`src/rtl/fetch_unit_pkg.sv`:
```
// Shared constants, types and helpers for the instruction-fetch stage.
package fetch_unit_pkg;

  // Instruction word that the decode stage treats as a no-op bubble.
  localparam logic [15:0] NOP_WORD = 16'h0800;

  // HALT is recognised purely from the opcode field.
  localparam logic [4:0] HALT_OPCODE = 5'b00000;
  localparam int OPCODE_HI = 15;
  localparam int OPCODE_LO = 11;

  // Byte distance between consecutive 16-bit instructions.
  localparam logic [15:0] PC_STEP = 16'd2;

  typedef enum logic [1:0] {
    ST_FETCH  = 2'd0,
    ST_DRAIN  = 2'd1,
    ST_HALTED = 2'd2
  } fetch_state_t;

  // What the IF/ID register consumes, and what the hold buffer stores.
  typedef struct packed {
    logic [15:0] pc_curr;
    logic [15:0] pc_inc;
    logic [15:0] inst;
  } fetch_triple_t;

  function automatic logic is_halt(input logic [15:0] word);
    return word[OPCODE_HI:OPCODE_LO] == HALT_OPCODE;
  endfunction

endpackage

```
`src/rtl/fetch_unit_if.sv`:
```
// Instruction-memory request/ready port. The fetch unit is the master.
interface fetch_unit_if;
  logic        imem_req;
  logic [15:0] imem_addr;
  logic        imem_ready;
  logic [15:0] imem_data;

  modport master (output imem_req, imem_addr, input imem_ready, imem_data);
  modport slave  (input imem_req, imem_addr, output imem_ready, imem_data);
endinterface

```
`src/rtl/dff_16bit.sv`:
```
// 16-bit register with synchronous reset and load enable.
module dff_16bit #(
  parameter logic [15:0] reset_value = 16'h0000
) (
  input  logic        clk,
  input  logic        rst,
  input  logic        en,
  input  logic [15:0] d,
  output logic [15:0] q
);

  // Load d when enabled; reset wins.
  always_ff @(posedge clk) begin
    // NOTE: non-blocking assignment so every register samples pre-edge values,
    // independent of the order in which always blocks are evaluated.
    if (rst) begin
      q <= reset_value;
    end else if (en) begin
      q <= d;
    end
  end

endmodule

```
`src/rtl/fetch_hold_buffer.sv`:
```
// One-entry skid buffer that parks a fetched triple while the IF/ID stage stalls.
module fetch_hold_buffer
  import fetch_unit_pkg::*;
(
  input  logic          clk,
  input  logic          rst,
  input  logic          load,
  input  logic          clear,
  input  fetch_triple_t d,
  output fetch_triple_t q,
  output logic          valid
);

  logic [15:0] pc_curr_q;
  logic [15:0] pc_inc_q;
  logic [15:0] inst_q;

  // NOTE: only valid decides whether the entry is used; the payload registers
  // are reset as well simply because dff_16bit always resets.
  dff_16bit u_pc_curr (.clk(clk), .rst(rst), .en(load), .d(d.pc_curr), .q(pc_curr_q));
  dff_16bit u_pc_inc  (.clk(clk), .rst(rst), .en(load), .d(d.pc_inc),  .q(pc_inc_q));
  dff_16bit #(.reset_value(NOP_WORD))
            u_inst    (.clk(clk), .rst(rst), .en(load), .d(d.inst),    .q(inst_q));

  assign q = '{pc_curr: pc_curr_q, pc_inc: pc_inc_q, inst: inst_q};

  // Occupancy flag: load fills the entry, clear empties it.
  always_ff @(posedge clk) begin
    if (rst) begin
      valid <= 1'b0;
    end else if (load) begin
      valid <= 1'b1;
    end else if (clear) begin
      valid <= 1'b0;
    end
  end

endmodule

```
`src/rtl/fetch_unit.sv`:
```
// Instruction-fetch stage: owns the PC, talks to a variable-latency instruction
// memory, absorbs stalls with a one-entry hold buffer, flushes on redirect and
// stops requesting after a HALT.
module fetch_unit
  import fetch_unit_pkg::*;
(
  input  logic                clk,
  input  logic                rst,
  input  logic                stall,
  input  logic                redirect,
  input  logic [15:0]         redirect_pc,
  fetch_unit_if.master        imem,
  output logic                fetch_valid,
  output logic [15:0]         PCCurrOut,
  output logic [15:0]         PCIncOut,
  output logic [15:0]         InstOut
);

  fetch_state_t  state, state_next;
  logic [15:0]   pc, pc_d, pc_plus, drain_addr, addr;
  logic          pc_en, drain_en;
  logic          hb_load, hb_clear, hb_valid;
  logic          out_load, out_bubble;
  logic          req, accept;
  logic [15:0]   inst_d;
  fetch_triple_t fetched, hb_q, out_d;

  assign pc_plus = pc + PC_STEP;
  assign fetched = '{pc_curr: pc, pc_inc: pc_plus, inst: imem.imem_data};

  // Request and address depend only on registered state, never on imem_ready.
  // In DRAIN the old address is replayed even though the PC already moved on.
  assign req            = ((state == ST_FETCH) && !hb_valid) || (state == ST_DRAIN);
  assign addr           = (state == ST_DRAIN) ? drain_addr : pc;
  assign imem.imem_req  = req;
  assign imem.imem_addr = addr;

  // A returned word is only usable in FETCH; in DRAIN it belongs to a flushed path.
  assign accept = (state == ST_FETCH) && req && imem.imem_ready;

  // State register.
  always_ff @(posedge clk) begin
    if (rst) begin
      state <= ST_FETCH;
    end else begin
      state <= state_next;
    end
  end

  // Next state, PC update, hold-buffer and output-register control.
  always_comb begin
    // NOTE: every output of this block gets a default first so no path
    // leaves a signal unassigned, which would otherwise infer a latch.
    state_next = state;
    pc_d       = pc_plus;
    pc_en      = 1'b0;
    drain_en   = 1'b0;
    hb_load    = 1'b0;
    hb_clear   = 1'b0;
    out_load   = 1'b0;
    out_bubble = 1'b0;
    out_d      = fetched;

    if (redirect) begin
      // Redirect beats stall and HALT: flush everything and reload the PC.
      pc_d       = redirect_pc;
      pc_en      = 1'b1;
      hb_clear   = 1'b1;
      out_bubble = 1'b1;
      if (req && !imem.imem_ready) begin
        // Outstanding request must still complete; remember its address.
        state_next = ST_DRAIN;
        drain_en   = 1'b1;
      end else begin
        state_next = ST_FETCH;
      end
    end else begin
      case (state)
        ST_DRAIN: begin
          if (imem.imem_ready) begin
            state_next = ST_FETCH;
          end
        end
        ST_FETCH: begin
          if (accept) begin
            pc_en = 1'b1;
            if (is_halt(imem.imem_data)) begin
              state_next = ST_HALTED;
            end
          end
        end
        default: begin
          // HALTED: nothing to fetch; only the hold buffer may still drain.
        end
      endcase

      if (accept) begin
        if (stall) begin
          hb_load = 1'b1;
        end else begin
          out_load = 1'b1;
        end
      end else if (!stall) begin
        if (hb_valid) begin
          out_load = 1'b1;
          out_d    = hb_q;
          hb_clear = 1'b1;
        end else begin
          out_bubble = 1'b1;
        end
      end
    end
  end

  dff_16bit u_pc         (.clk(clk), .rst(rst), .en(pc_en),    .d(pc_d), .q(pc));
  dff_16bit u_drain_addr (.clk(clk), .rst(rst), .en(drain_en), .d(addr), .q(drain_addr));

  fetch_hold_buffer u_hold (
    .clk  (clk),
    .rst  (rst),
    .load (hb_load),
    .clear(hb_clear),
    .d    (fetched),
    .q    (hb_q),
    .valid(hb_valid)
  );

  // Output triple: PCs hold through bubbles, the instruction becomes NOP.
  assign inst_d = out_load ? out_d.inst : NOP_WORD;

  dff_16bit u_out_pc_curr (.clk(clk), .rst(rst), .en(out_load), .d(out_d.pc_curr), .q(PCCurrOut));
  dff_16bit u_out_pc_inc  (.clk(clk), .rst(rst), .en(out_load), .d(out_d.pc_inc),  .q(PCIncOut));
  dff_16bit #(.reset_value(NOP_WORD))
            u_out_inst    (.clk(clk), .rst(rst), .en(out_load | out_bubble), .d(inst_d), .q(InstOut));

  // Valid flag follows the output register: set on a real load, cleared on a bubble.
  always_ff @(posedge clk) begin
    if (rst) begin
      fetch_valid <= 1'b0;
    end else if (out_load || out_bubble) begin
      fetch_valid <= out_load;
    end
  end

endmodule

```
`src/flat_wrapper.sv`:
```
// flat-port wrapper written by rule: the top's interface ports become plain ports
module fetch_unit_flat import fetch_unit_pkg::*;
  (clk, rst, stall, redirect, redirect_pc, fetch_valid, PCCurrOut, PCIncOut, InstOut, imem_imem_req, imem_imem_addr, imem_imem_ready, imem_imem_data);
  fetch_unit_if imem_i ();
  input  logic clk;
  input  logic rst;
  input  logic stall;
  input  logic redirect;
  input  logic [15:0] redirect_pc;
  output logic fetch_valid;
  output logic [15:0] PCCurrOut;
  output logic [15:0] PCIncOut;
  output logic [15:0] InstOut;
  output wire logic [$bits(imem_i.imem_req)-1:0] imem_imem_req;
  output wire logic [$bits(imem_i.imem_addr)-1:0] imem_imem_addr;
  input wire logic [$bits(imem_i.imem_ready)-1:0] imem_imem_ready;
  input wire logic [$bits(imem_i.imem_data)-1:0] imem_imem_data;
  assign imem_imem_req = imem_i.imem_req;
  assign imem_imem_addr = imem_i.imem_addr;
  assign imem_i.imem_ready = imem_imem_ready;
  assign imem_i.imem_data = imem_imem_data;
  fetch_unit u_core (.clk(clk), .rst(rst), .stall(stall), .redirect(redirect), .redirect_pc(redirect_pc), .imem(imem_i), .fetch_valid(fetch_valid), .PCCurrOut(PCCurrOut), .PCIncOut(PCIncOut), .InstOut(InstOut));
endmodule
```
`config.mk`:
```
export PLATFORM = sky130hd
export DESIGN_NAME = fetch_unit_flat
export DESIGN_NICKNAME = d
export VERILOG_FILES = /design/src/rtl/fetch_unit_pkg.sv /design/src/rtl/fetch_unit_if.sv /design/src/rtl/dff_16bit.sv /design/src/rtl/fetch_hold_buffer.sv /design/src/rtl/fetch_unit.sv /design/src/flat_wrapper.sv
export SDC_FILE = /design/constraint.sdc
export NUM_CORES = 1
export LEC_CHECK = 0
export CAP_MARGIN = 40
export CORE_UTILIZATION = 40
export CTS_CLUSTER_DIAMETER = 80
export CTS_CLUSTER_SIZE = 16
export DETAILED_ROUTE_END_ITERATION = 8
export PLACE_DENSITY = 0.63
export SYNTH_ARGS = -nofsm -noshare
export SYNTH_HDL_FRONTEND = slang
export SYNTH_SLANG_ARGS = --single-unit
```
`constraint.sdc`:
```
create_clock -name clk -period 3.3 [get_ports clk]
set_clock_uncertainty 0.05 [all_clocks]
set_input_delay 0.66 -clock clk [delete_from_list [all_inputs] [get_ports clk]]
set_output_delay 0.66 -clock clk [all_outputs]
set_load 0.01 [all_outputs]
```
==> summary.md <==
| Metric | Value |
|---|---|
| Outcome | `finished, final reports clean` |
| Tmin final | `roughly 2.9 ns` |
| Int Power | `2.95 mW` |
| Initial antenna violation count | `0` |
| CTS Root Cell | `clkbuf_16` |
| Hpwl dp | `10.5 mm` |
| Unrepaired setup endpoints after global routing | `false` |
| F_max | `350 MHz` |
| GR peak layer | `met2` |
| Final hold vios | `0` |
| Worst Setup Path Type | `flip-flop to primary output` |
| Largest net degree at the start of global routing | `60` |
| Final design utilization | `53.0%` |
| Worst-Skew Late Latency | `0.42 ns` |
| RD Place Congestion | `0.794` |
| Sink Count | `between 100 and 150` |
| Site row count | `43` |
| Worst Setup EP | `imem_imem_addr[0]` |
| Hold Slack | `0.394 ns` |
| Routed WL | `approximately 16 mm` |
| Arrival time at the worst endpoint | `about 2.2 ns` |
| Routed len/inst | `16.6 um` |
| Peak supply drop | `0.336 mV` |
| Die ar. | `14800 um2` |
| Top cells by area, synth | `dfxtp_1 46%, nand2_1 8.1%, mux2i_1 6.8%, nor2_1 4.5%, a21oi_1 4.1%` |
| # hold bufs at CTS | `0` |
| Worst-margin pin slew | `around 0.75 ns` |
| Psw | `928 uW` |
| Starting Density | `41.0%` |
| Critical Path Start | `u_core.state[0]$_SDFFE_PP0P_` |
| Lkg Pwr | `2.71 nW` |
| Layout area overhead | `29.1%` |
| CTS tree | `built` |
| Worst path required time | `2.59 ns` |
| Worst R2R Setup Slack | `0.86 ns` |
| FF-to-FF path depth | `5` |
| Register bit count reported by yosys | `130` |
| Top-area cell type share of the netlist area | `45.5%` |
| Average size of a mapped cell | `8.45 um2` |
| Mapped Area | `5720 um2` |
| Reg-to-reg endpoint | `u_core.u_out_pc_inc.q[9]$_SDFFE_PP0P_` |
| GRT overflow | `0` |
| Via count | `approximately 5200` |
| GRT Overall Usage | `22.2%` |
| Post-CTS setup buffers | `0` |
| Worst rel slew slack | `49.8%` |
| Hold Path Class | `flip-flop to flip-flop` |
| CP startpoint kind | `flip-flop` |
| Power, Total | `3.88 mW` |
| Sequential element share of the synthesized area | `45.5%` |
| Die height | `between 100 and 150 um` |
| Final Max Tran Viols | `0` |
| Part of the power in registers | `between 40% and 50%` |
| Inserted Diodes | `0` |
| Pre-antenna DRT Iters | `5` |
| Async S/R FF share, synth | `0%` |
| Maxcap violations | `0` |
| Max FO, Critical Path | `16` |
| Final cycle utilization of the critical path | `86.6%` |
| Vias/cell | `between 5 and 6` |
| Layout cells sized above 1 | `under 10%` |
| Cell count after synthesis | `between 600 and 700` |
| Cell taking the most area after synthesis | `dfxtp_1` |
| Top FF cell, synth | `dfxtp_1` |
| DR iter-0 viols | `434` |
| Yosys cell types | `54` |
| Design area | `7380 um2` |
| CORE AREA | `13900 um2` |
| Setup tns final | `0 ns` |
| Placed cell count | `914` |
| Setup-failing EPs final | `0` |
| Met2 Use GR | `around 36%` |
| Count of input and output buffers | `just over 100` |
| Grt met1 use | `~29%` |
| CTS Buffer Depth | `2` |
| Setup WS pre-CTS | `0.375 ns` |
| Most frequent cell after synthesis | `dfxtp_1` |
| Clk pwr share | `45.6%` |
| PD cells | `525 nW/um2` |
| Synth cell count leaders | `130 x dfxtp_1, 123 x nand2_1, 68 x nor2_1` |
| Vias in the first global route | `between 4000 and 5000` |
| Worst setup margin | `roughly 0.44 ns` |
| H-Tree Depth | `4` |
| Crit path capture type | `primary output` |
| Non-Filler Instances | `944` |
| Synth Warn # | `0` |
| DRC viols | `0` |
| Clk slew on worst S/H paths | `0.05 ns` |
| Grt met3 use | `4.92%` |
| Logic pwr share | `10.7%` |
| Antenna-violating nets left | `0` |
| I/O pin count | `slightly above 100` |
| First-pass GRT wire length | `25.2 mm` |
| Placed Area | `6840 um2` |
| Switching Fraction | `23.9%` |
| Reg2reg start | `u_core.u_pc.q[2]$_SDFFE_PP0P_` |
| Syn nets | `715` |
| EDFF count, synth | `0` |
| Die Width | `122 um` |
| Total CTS buffers | `17` |
| Nets@finish | `791` |
| Resize count post-CTS | `0` |
worst max-delay path, cell delays in order, from the launching register on:
cell and delay (ns):
dfxtp_1 0.43, nor2b_1 0.17, buf_4 0.26, mux2_2 0.39, clkdlybuf4s50_1 0.49
power by group through the flow:
stage	clock network [mW]	logic, mW	registers, mW
floorplan	0	0.246	1.70
global placement	0	0.406	1.73
detailed placement	0	0.413	1.73
CTS	1.80	0.417	1.69
global route	1.86	0.453	1.70
finish	1.77	0.415	1.70
worst min path at each step:
stage                                            from                                      to  cells past startpoint  slack [ns]
2_1_floorplan  u_core.u_hold.u_inst.q[0]$_SDFFE_PP0P_  u_core.u_hold.u_inst.q[0]$_SDFFE_PP0P_                      2        0.39
4_1_cts               u_core.fetch_valid$_SDFFE_PP0P_         u_core.fetch_valid$_SDFFE_PP0P_                      2        0.40
3_5_place_dp          u_core.fetch_valid$_SDFFE_PP0P_         u_core.fetch_valid$_SDFFE_PP0P_                      2        0.39
3_3_place_gp          u_core.fetch_valid$_SDFFE_PP0P_         u_core.fetch_valid$_SDFFE_PP0P_                      2        0.38
5_1_grt               u_core.fetch_valid$_SDFFE_PP0P_         u_core.fetch_valid$_SDFFE_PP0P_                      2        0.43
6_report              u_core.fetch_valid$_SDFFE_PP0P_         u_core.fetch_valid$_SDFFE_PP0P_                      2        0.39
cell families (layout without fill, tap and decap cells):
| family | count (synthesis) | in the layout | share of synthesized area [%] |
|---|---|---|---|
| AO/OA/AOI/OAI | 142 | 142 | 16.7 |
| XOR/XNOR | 13 | 13 | 1.99 |
| adder cells (fa/ha/maj) | 1 | 1 | 0.219 |
| buffers and inverters | 77 | 164 | 5.54 |
| flip-flops | 130 | 130 | 45.5 |
| multiplexers | 56 | 56 | 10.2 |
| AND/OR/NAND/NOR | 258 | 258 | 19.9 |
cells in the final DEF, fill, tap and decap left out, types with 19 or more instances in the layout:
| master | Yosys | routed |
|---|---|---|
| dfxtp_1 | 130 | 130 |
| nand2_1 | 123 | 123 |
| clkdlybuf4s50_1 | 0 | 101 |
| nor2_1 | 68 | 68 |
| a21oi_1 | 47 | 47 |
| mux2i_1 | 39 | 39 |
| o21ai_0 | 25 | 25 |
| buf_4 | 2 | 21 |
| a211oi_1 | 20 | 20 |
| a311oi_1 | 19 | 19 |
| nor3_1 | 19 | 19 |
cell type report:
cell class	instances	area, um2
clock buffers	23	458
clock inverters	7	85.1
fillers	1290	6550
inverters	12	45.0
multi-input cells	470	2800
flip-flops and latches	130	2600
well taps	180	225
repair buffers	122	1170
flip-flops by register name, indices dropped and copies added (netlist names):
register / flops
u_core.u_hold.valid: 1
u_core.u_out_inst.q: 16
u_core.u_out_pc_curr.q: 15
u_core.state: 2
u_core.u_pc.q: 16
u_core.u_drain_addr.q: 16
u_core.u_out_pc_inc.q: 16
u_core.fetch_valid: 1
u_core.u_hold.u_inst.q: 16
u_core.u_hold.u_pc_inc.q: 16
u_core.u_hold.u_pc_curr.q: 15
routing by layer:
layer	share of wire, %	vias to the layer above	wire length [um]
met2	48	140	7530
met1	45	2483	7010
met4	2.1	0	337
met5	0	-	0
met3	5.3	26	825
li1	-	2517	-
Note: power is estimated with default switching activity, not from simulation.
